<file path="config.mk">
export PLATFORM = sky130hd
export DESIGN_NAME = smoke_req_engine
export DESIGN_NICKNAME = d
export VERILOG_FILES = /design/src/rtl/smoke_pkg.sv /design/src/rtl/smoke_rsp_fifo.sv /design/src/rtl/smoke_req_engine.sv
export SDC_FILE = /design/constraint.sdc
export NUM_CORES = 1
export LEC_CHECK = 0
export ABC_AREA = 1
export CAP_MARGIN = 0
export CORE_ASPECT_RATIO = 1.25
export CORE_MARGIN = 4
export CORE_UTILIZATION = 54
export CTS_CLUSTER_SIZE = 30
export DETAILED_ROUTE_END_ITERATION = 16
export GPL_TIMING_DRIVEN = 0
export PLACE_DENSITY = 0.8
export SETUP_SLACK_MARGIN = 0.4
export SLEW_MARGIN = 5
export SYNTH_ARGS = -nofsm -noshare
export SYNTH_HDL_FRONTEND = slang
export SYNTH_SLANG_ARGS = --single-unit
</file>
<file path="constraint.sdc">
create_clock -name clock -period 2.75 [get_ports clock]
set_input_delay 0.825 -clock clock [delete_from_list [all_inputs] [get_ports clock]]
set_output_delay 0.825 -clock clock [all_outputs]
set_load 0.005 [all_outputs]
</file>
<file path="src/rtl/smoke_pkg.sv">
// Shared types for the smoke request engine.
//   smoke_op_e  : request opcode carried on req_op.
//   smoke_rsp_s : response payload {ovf, data} at the default data width.
package smoke_pkg;

    localparam int unsigned SMOKE_DATA_W = 32;

    typedef enum logic [1:0] {
        OP_WRITE = 2'd0,
        OP_ADD   = 2'd1,
        OP_READ  = 2'd2,
        OP_COUNT = 2'd3
    } smoke_op_e;

    typedef struct packed {
        logic                    ovf;
        logic [SMOKE_DATA_W-1:0] data;
    } smoke_rsp_s;

endpackage

</file>
<file path="src/rtl/smoke_rsp_fifo.sv">
// Response FIFO: register array storage, async-reset pointers and occupancy.
//   clock, reset_n : clock and asynchronous active-low reset
//   push/push_data : write an entry (ignored when full)
//   pop            : drop the head entry (ignored when empty)
//   head_data      : current head entry
//   empty/full     : occupancy flags
//   count          : occupancy, log2(DEPTH)+1 bits
module smoke_rsp_fifo #(
    parameter int unsigned WIDTH = 33,
    parameter int unsigned DEPTH = 4
) (
    input  logic                     clock,
    input  logic                     reset_n,
    input  logic                     push,
    input  logic [WIDTH-1:0]         push_data,
    input  logic                     pop,
    output logic [WIDTH-1:0]         head_data,
    output logic                     empty,
    output logic                     full,
    output logic [$clog2(DEPTH):0]   count
);

    localparam int unsigned AW = $clog2(DEPTH);
    localparam int unsigned CW = AW + 1;

    logic [WIDTH-1:0] mem_q [DEPTH];
    logic [AW-1:0]    wr_q, wr_d, rd_q, rd_d;
    logic [CW-1:0]    cnt_q, cnt_d;
    logic             do_push, do_pop;

    assign empty     = (cnt_q == '0);
    assign full      = (cnt_q == CW'(DEPTH));
    assign count     = cnt_q;
    assign head_data = mem_q[rd_q];

    assign do_push = push & ~full;
    assign do_pop  = pop & ~empty;

    // Pointer / occupancy next state; pointers wrap naturally at power-of-two depth.
    always_comb begin
        wr_d  = wr_q;
        rd_d  = rd_q;
        cnt_d = cnt_q;
        if (do_push) begin
            wr_d = wr_q + AW'(1);
        end
        if (do_pop) begin
            rd_d = rd_q + AW'(1);
        end
        if (do_push && !do_pop) begin
            cnt_d = cnt_q + CW'(1);
        end else if (!do_push && do_pop) begin
            cnt_d = cnt_q - CW'(1);
        end
    end

    always_ff @(posedge clock or negedge reset_n) begin
        if (!reset_n) begin
            wr_q  <= '0;
            rd_q  <= '0;
            cnt_q <= '0;
        end else begin
            wr_q  <= wr_d;
            rd_q  <= rd_d;
            cnt_q <= cnt_d;
        end
    end

    // Storage carries no reset; consumers gate the head with empty.
    always_ff @(posedge clock) begin
        if (do_push) begin
            mem_q[wr_q] <= push_data;
        end
    end

endmodule

</file>
<file path="src/rtl/smoke_req_engine.sv">
// Single-cycle request engine: executes WRITE/ADD/READ/COUNT against an
// accumulator and a request counter, queuing one response per request.
//   clock, reset_n          : clock and asynchronous active-low reset
//   req_valid/req_ready     : request handshake; req_op, req_data payload
//   rsp_valid/rsp_ready     : response handshake; rsp_data, rsp_ovf payload
//   busy                    : response FIFO non-empty
module smoke_req_engine
    import smoke_pkg::*;
#(
    parameter int unsigned DATA_W = 32,
    parameter int unsigned DEPTH  = 4,
    parameter int unsigned CNT_W  = 16
) (
    input  logic              clock,
    input  logic              reset_n,
    input  logic              req_valid,
    output logic              req_ready,
    input  logic [1:0]        req_op,
    input  logic [DATA_W-1:0] req_data,
    output logic              rsp_valid,
    input  logic              rsp_ready,
    output logic [DATA_W-1:0] rsp_data,
    output logic              rsp_ovf,
    output logic              busy
);

    localparam int unsigned OCC_W = $clog2(DEPTH) + 1;
    localparam int unsigned RSP_W = DATA_W + 1;

    logic [DATA_W-1:0] acc_q, acc_d;
    logic [CNT_W-1:0]  cnt_q, cnt_d;
    logic              rdy_q, rdy_d;
    logic [DATA_W:0]   sum;
    logic [DATA_W-1:0] rsp_dat_d;
    logic              rsp_ovf_d;
    logic              push, pop;
    logic [RSP_W-1:0]  head;
    logic              empty, full;
    logic [OCC_W-1:0]  occ, occ_nxt;

    assign push = req_valid & rdy_q & ~full;
    assign pop  = ~empty & rsp_ready;
    assign sum  = {1'b0, acc_q} + {1'b0, req_data};

    // Op execution in the accept cycle.
    always_comb begin
        acc_d     = acc_q;
        cnt_d     = cnt_q;
        rsp_dat_d = '0;
        rsp_ovf_d = 1'b0;
        if (push) begin
            cnt_d = cnt_q + CNT_W'(1);
            case (smoke_op_e'(req_op))
                OP_WRITE: begin
                    acc_d     = req_data;
                    rsp_dat_d = req_data;
                end
                OP_ADD: begin
                    acc_d     = sum[DATA_W-1:0];
                    rsp_dat_d = sum[DATA_W-1:0];
                    rsp_ovf_d = sum[DATA_W];
                end
                OP_READ: begin
                    rsp_dat_d = acc_q;
                end
                OP_COUNT: begin
                    rsp_dat_d = DATA_W'(cnt_d);
                end
                default: begin
                    rsp_dat_d = '0;
                end
            endcase
        end
    end

    // Ready for next cycle comes from next occupancy only, never from rsp_ready directly.
    always_comb begin
        occ_nxt = occ;
        if (push && !pop) begin
            occ_nxt = occ + OCC_W'(1);
        end else if (!push && pop) begin
            occ_nxt = occ - OCC_W'(1);
        end
        rdy_d = (occ_nxt != OCC_W'(DEPTH));
    end

    always_ff @(posedge clock or negedge reset_n) begin
        if (!reset_n) begin
            acc_q <= '0;
            cnt_q <= '0;
            rdy_q <= 1'b0;
        end else begin
            acc_q <= acc_d;
            cnt_q <= cnt_d;
            rdy_q <= rdy_d;
        end
    end

    smoke_rsp_fifo #(
        .WIDTH (RSP_W),
        .DEPTH (DEPTH)
    ) u_rsp_fifo (
        .clock     (clock),
        .reset_n   (reset_n),
        .push      (push),
        .push_data ({rsp_ovf_d, rsp_dat_d}),
        .pop       (pop),
        .head_data (head),
        .empty     (empty),
        .full      (full),
        .count     (occ)
    );

    // Head is masked while empty so the payload reads zero out of reset.
    assign req_ready = rdy_q;
    assign rsp_valid = ~empty;
    assign busy      = ~empty;
    assign rsp_data  = empty ? '0 : head[DATA_W-1:0];
    assign rsp_ovf   = ~empty & head[DATA_W];

endmodule
</file>
==> results.json <==
{
  "maxCapViolations": 0,
  "cts.htree.levels": 4,
  "rsz0062_at_grt": "true",
  "setup_violations": 2,
  "ys.flop_type": "edfxtp_1",
  "grt_pass1_vias": 10664,
  "gp_congestion": 1.03,
  "dpl_cell_area_um2": 12700,
  "powerDensity_nw_per_um2": 1130,
  "nets": 1666,
  "stdcell_count": 1872,
  "drt_iter0_drc": 1303,
  "buffer_ports.inserted": 73,
  "r2r_cells": 11,
  "ctsHoldBuffers": 0,
  "report.final.slew_viol_count": 0,
  "layout_min_cycle_time_ns": 2.80,
  "cts_buffers": 17,
  "grt_pass1_wl_mm": 54.9,
  "violations": "setup timing",
  "crit_chain": "buf_8 > buf_12 > buf_6 > buf_8 > nor2_1 > nor2_1 > o21ai_1 > a21oi_2 > buf_2",
  "synthCells": 1438,
  "ys.warnings.count": 0,
  "ys_top_cells_by_count": "309 x nand2_1, 203 x inv_1, 176 x nor2_1",
  "wl_per_cell_um": 19.9,
  "cp-end-kind": "primary output",
  "critPathLaunch": "u_rsp_fifo.rd_q[0]",
  "hold_violations": 0,
  "r2r_start": "acc_q[0]",
  "antenna_found_initial": 0,
  "first_pass_iters": 7,
  "drc": 0,
  "synthesis.area_um2": 11500,
  "crit_arrival_ns": 1.97,
  "antennaDiodeCount": 0,
  "path_max_fanout": 6,
  "slew-limit-headroom_pct": 45.7,
  "layout_setup_ws_ns": -0.0485,
  "grt_max_degree": 57,
  "start_util_pct": 54.9,
  "multi_input_area_um2": 6490,
  "post-place-ws_ns": -0.649,
  "wl_mm": 37.2,
  "grt_overflow": 0,
  "ios": 74,
  "status": "finished, violations left",
  "setup_tns_ns": -0.0571,
  "area_delta_synth_final_pct": 32.5,
  "cts_root_buf": "clkbuf_16",
  "hold_class": "input pin to async pin",
  "ff2ff_setup_slack_ns": 0.49,
  "fin_crit_sh_pct": 102,
  "rows": 59,
  "synth.most_common_cell": "nand2_1",
  "ir_worst_vdd_mv": 0.535,
  "crit_type": "flop to primary output",
  "nFillCells": 1436,
  "syn-num-nets": 1519,
  "avgViaCountPerCell": 5.87,
  "post-place-cells": 1789,
  "clock_skew_ns": 0.0170,
  "fmax_ghz": 0.357,
  "synthArstFlopShare_pct": 29.8,
  "cpPeakStageDelay_ns": 0.40,
  "ys_top_cells_by_area": "edfxtp_1 35%, dfrtp_1 12%, nand2_1 10%, inv_1 6.6%, nor2_1 5.8%",
  "tightest_slew_ns": 0.815,
  "clockBufferDepth": 2,
  "synth_seq_cells": 188,
  "dieArea_um2": 23700,
  "die_h_um": 171,
  "worstReg2RegEnd": "u_rsp_fifo.mem_q[0][16]",
  "required_ns": 1.93,
  "crit_path_top_delay_cell": "dfrtp_1",
  "vias": 10984,
  "place_hpwl_mm": 23.8,
  "clk_latency_ns": 0.43,
  "yosys.area.top_type_share_pct": 34.5,
  "synth_seq_area_share_pct": 46.7,
  "coreArea_um2": 20900,
  "fp.dieW_um": 138,
  "p_leak_nw": 6.57,
  "synth_edf_count": 132,
  "layout-drive-gt1-share_pct": 28.9,
  "drtAntennaViolNets": 0,
  "syn_avg_cell_area_um2": 7.98,
  "regArea_um2": 5370,
  "path_clk_slew_ns": 0.08,
  "grt_usage_pct": 29.2,
  "critPathLaunchType": "flop",
  "synth.distinct_cells": 44,
  "cts_tree": "done",
  "final_cell_area_um2": 15200,
  "yosysTopAreaCell": "edfxtp_1",
  "cts.sinks": 188
}
where the power goes:
group / total (mW) / internal, mW / switching, mW
clock network: 2.33 / 1.18 / 1.16
registers: 4.58 / 3.99 / 0.592
logic: 10.2 / 4.27 / 5.98
cell type report:
type | instances | area share, %
buffer | 52 | 3.29
clock buffer | 18 | 2.82
clock inverter | 14 | 0.732
inverter | 214 | 5.34
multi-input combinational | 984 | 42.6
sequential | 188 | 35.3
tap | 274 | 2.25
timing repair buffer | 128 | 7.66
through the flow:
| step | utilization (%) | hold WS, ns | power, mW |
|---|---|---|---|
| 2_1_floorplan | - | 0.487 | 9.31 |
| 3_3_place_gp | 60.4 | 0.515 | 11.7 |
| 3_5_place_dp | 61.0 | 0.514 | 12.0 |
| 4_1_cts | 70.0 | 0.486 | 15.8 |
| 5_1_grt | 72.8 | 0.515 | 18.2 |
| 6_report | 72.8 | 0.453 | 17.2 |
cell usage in the layout (no fill, tap or decap), types with 8 or more instances in the layout:
master / count
o21ai_2: 17
a21oi_4: 15
o21ai_1: 27
nand2_1: 285
xor2_1: 12
inv_2: 15
nand2_2: 40
dfrtp_1: 56
nor2_1: 134
buf_2: 35
clkbuf_16: 25
ha_4: 33
nor2_2: 26
nand4_1: 16
buf_6: 10
nor2_4: 27
o21ai_0: 77
nand3_2: 26
inv_1: 196
clkbuf_4: 8
buf_12: 9
edfxtp_1: 132
dlygate4sd2_1: 8
a21oi_1: 58
nand3_1: 53
a31oi_4: 8
a22oi_1: 17
ha_1: 9
buf_4: 40
a21oi_2: 30
clkbuf_2: 26
nand3_4: 8
logic make-up (layout without fill, tap and decap cells):
group	after synthesis	count (layout)	synth area share, %
XOR/XNOR	15	15	1.14
AO/OA/AOI/OAI	275	275	13.3
adder cells (fa/ha/maj)	43	43	4.75
flip-flops	188	188	46.7
multiplexers	2	2	0.196
AND/OR/NAND/NOR	649	649	24.9
buffers and inverters	266	426	8.97
how the worst max path moves through the flow:
stage / to / slack, ns / cells past startpoint
6_report: rsp_data[1] / -0.05 / 9
5_1_grt: rsp_data[21] / -0.06 / 7
4_1_cts: rsp_data[12] / 0.08 / 8
3_5_place_dp: u_rsp_fifo.mem_q[0][8] / -0.65 / 10
3_3_place_gp: acc_q[23] / -1.07 / 1
2_1_floorplan: u_rsp_fifo.mem_q[0][0] / 0.18 / 4
sequential cells by signal (all words and copies together) (netlist names):
signal and flops:
acc_q 32, cnt_q 16, req_ready 1, u_rsp_fifo.count 3, u_rsp_fifo.mem_q 132, u_rsp_fifo.rd_q 2, u_rsp_fifo.wr_q 2
worst max-delay path, delay by kind of cell (launching register included):
family          cells  cell delay (ns)
compound gates      2             0.30
buf+inv             5             0.67
flops               1             0.40
simple gates        2             0.17
layer usage:
layer	routed length (um)	GRT usage (%)	vias to the layer above	part of all wire [%]
met4	1730	14.9	0	4.7
li1	-	-	5024	-
met2	19300	52.5	617	52
met3	2460	3.13	129	6.6
met5	0	0	-	0
met1	13700	34.8	5214	37
timing repair:
item                       CTS  global route
gates cloned                 3             3
resized for setup          403           206
pin swaps                   69            97
buffers inserted            24            21
setup endpoints to repair  268           193
(Power assumes the default switching activity.)
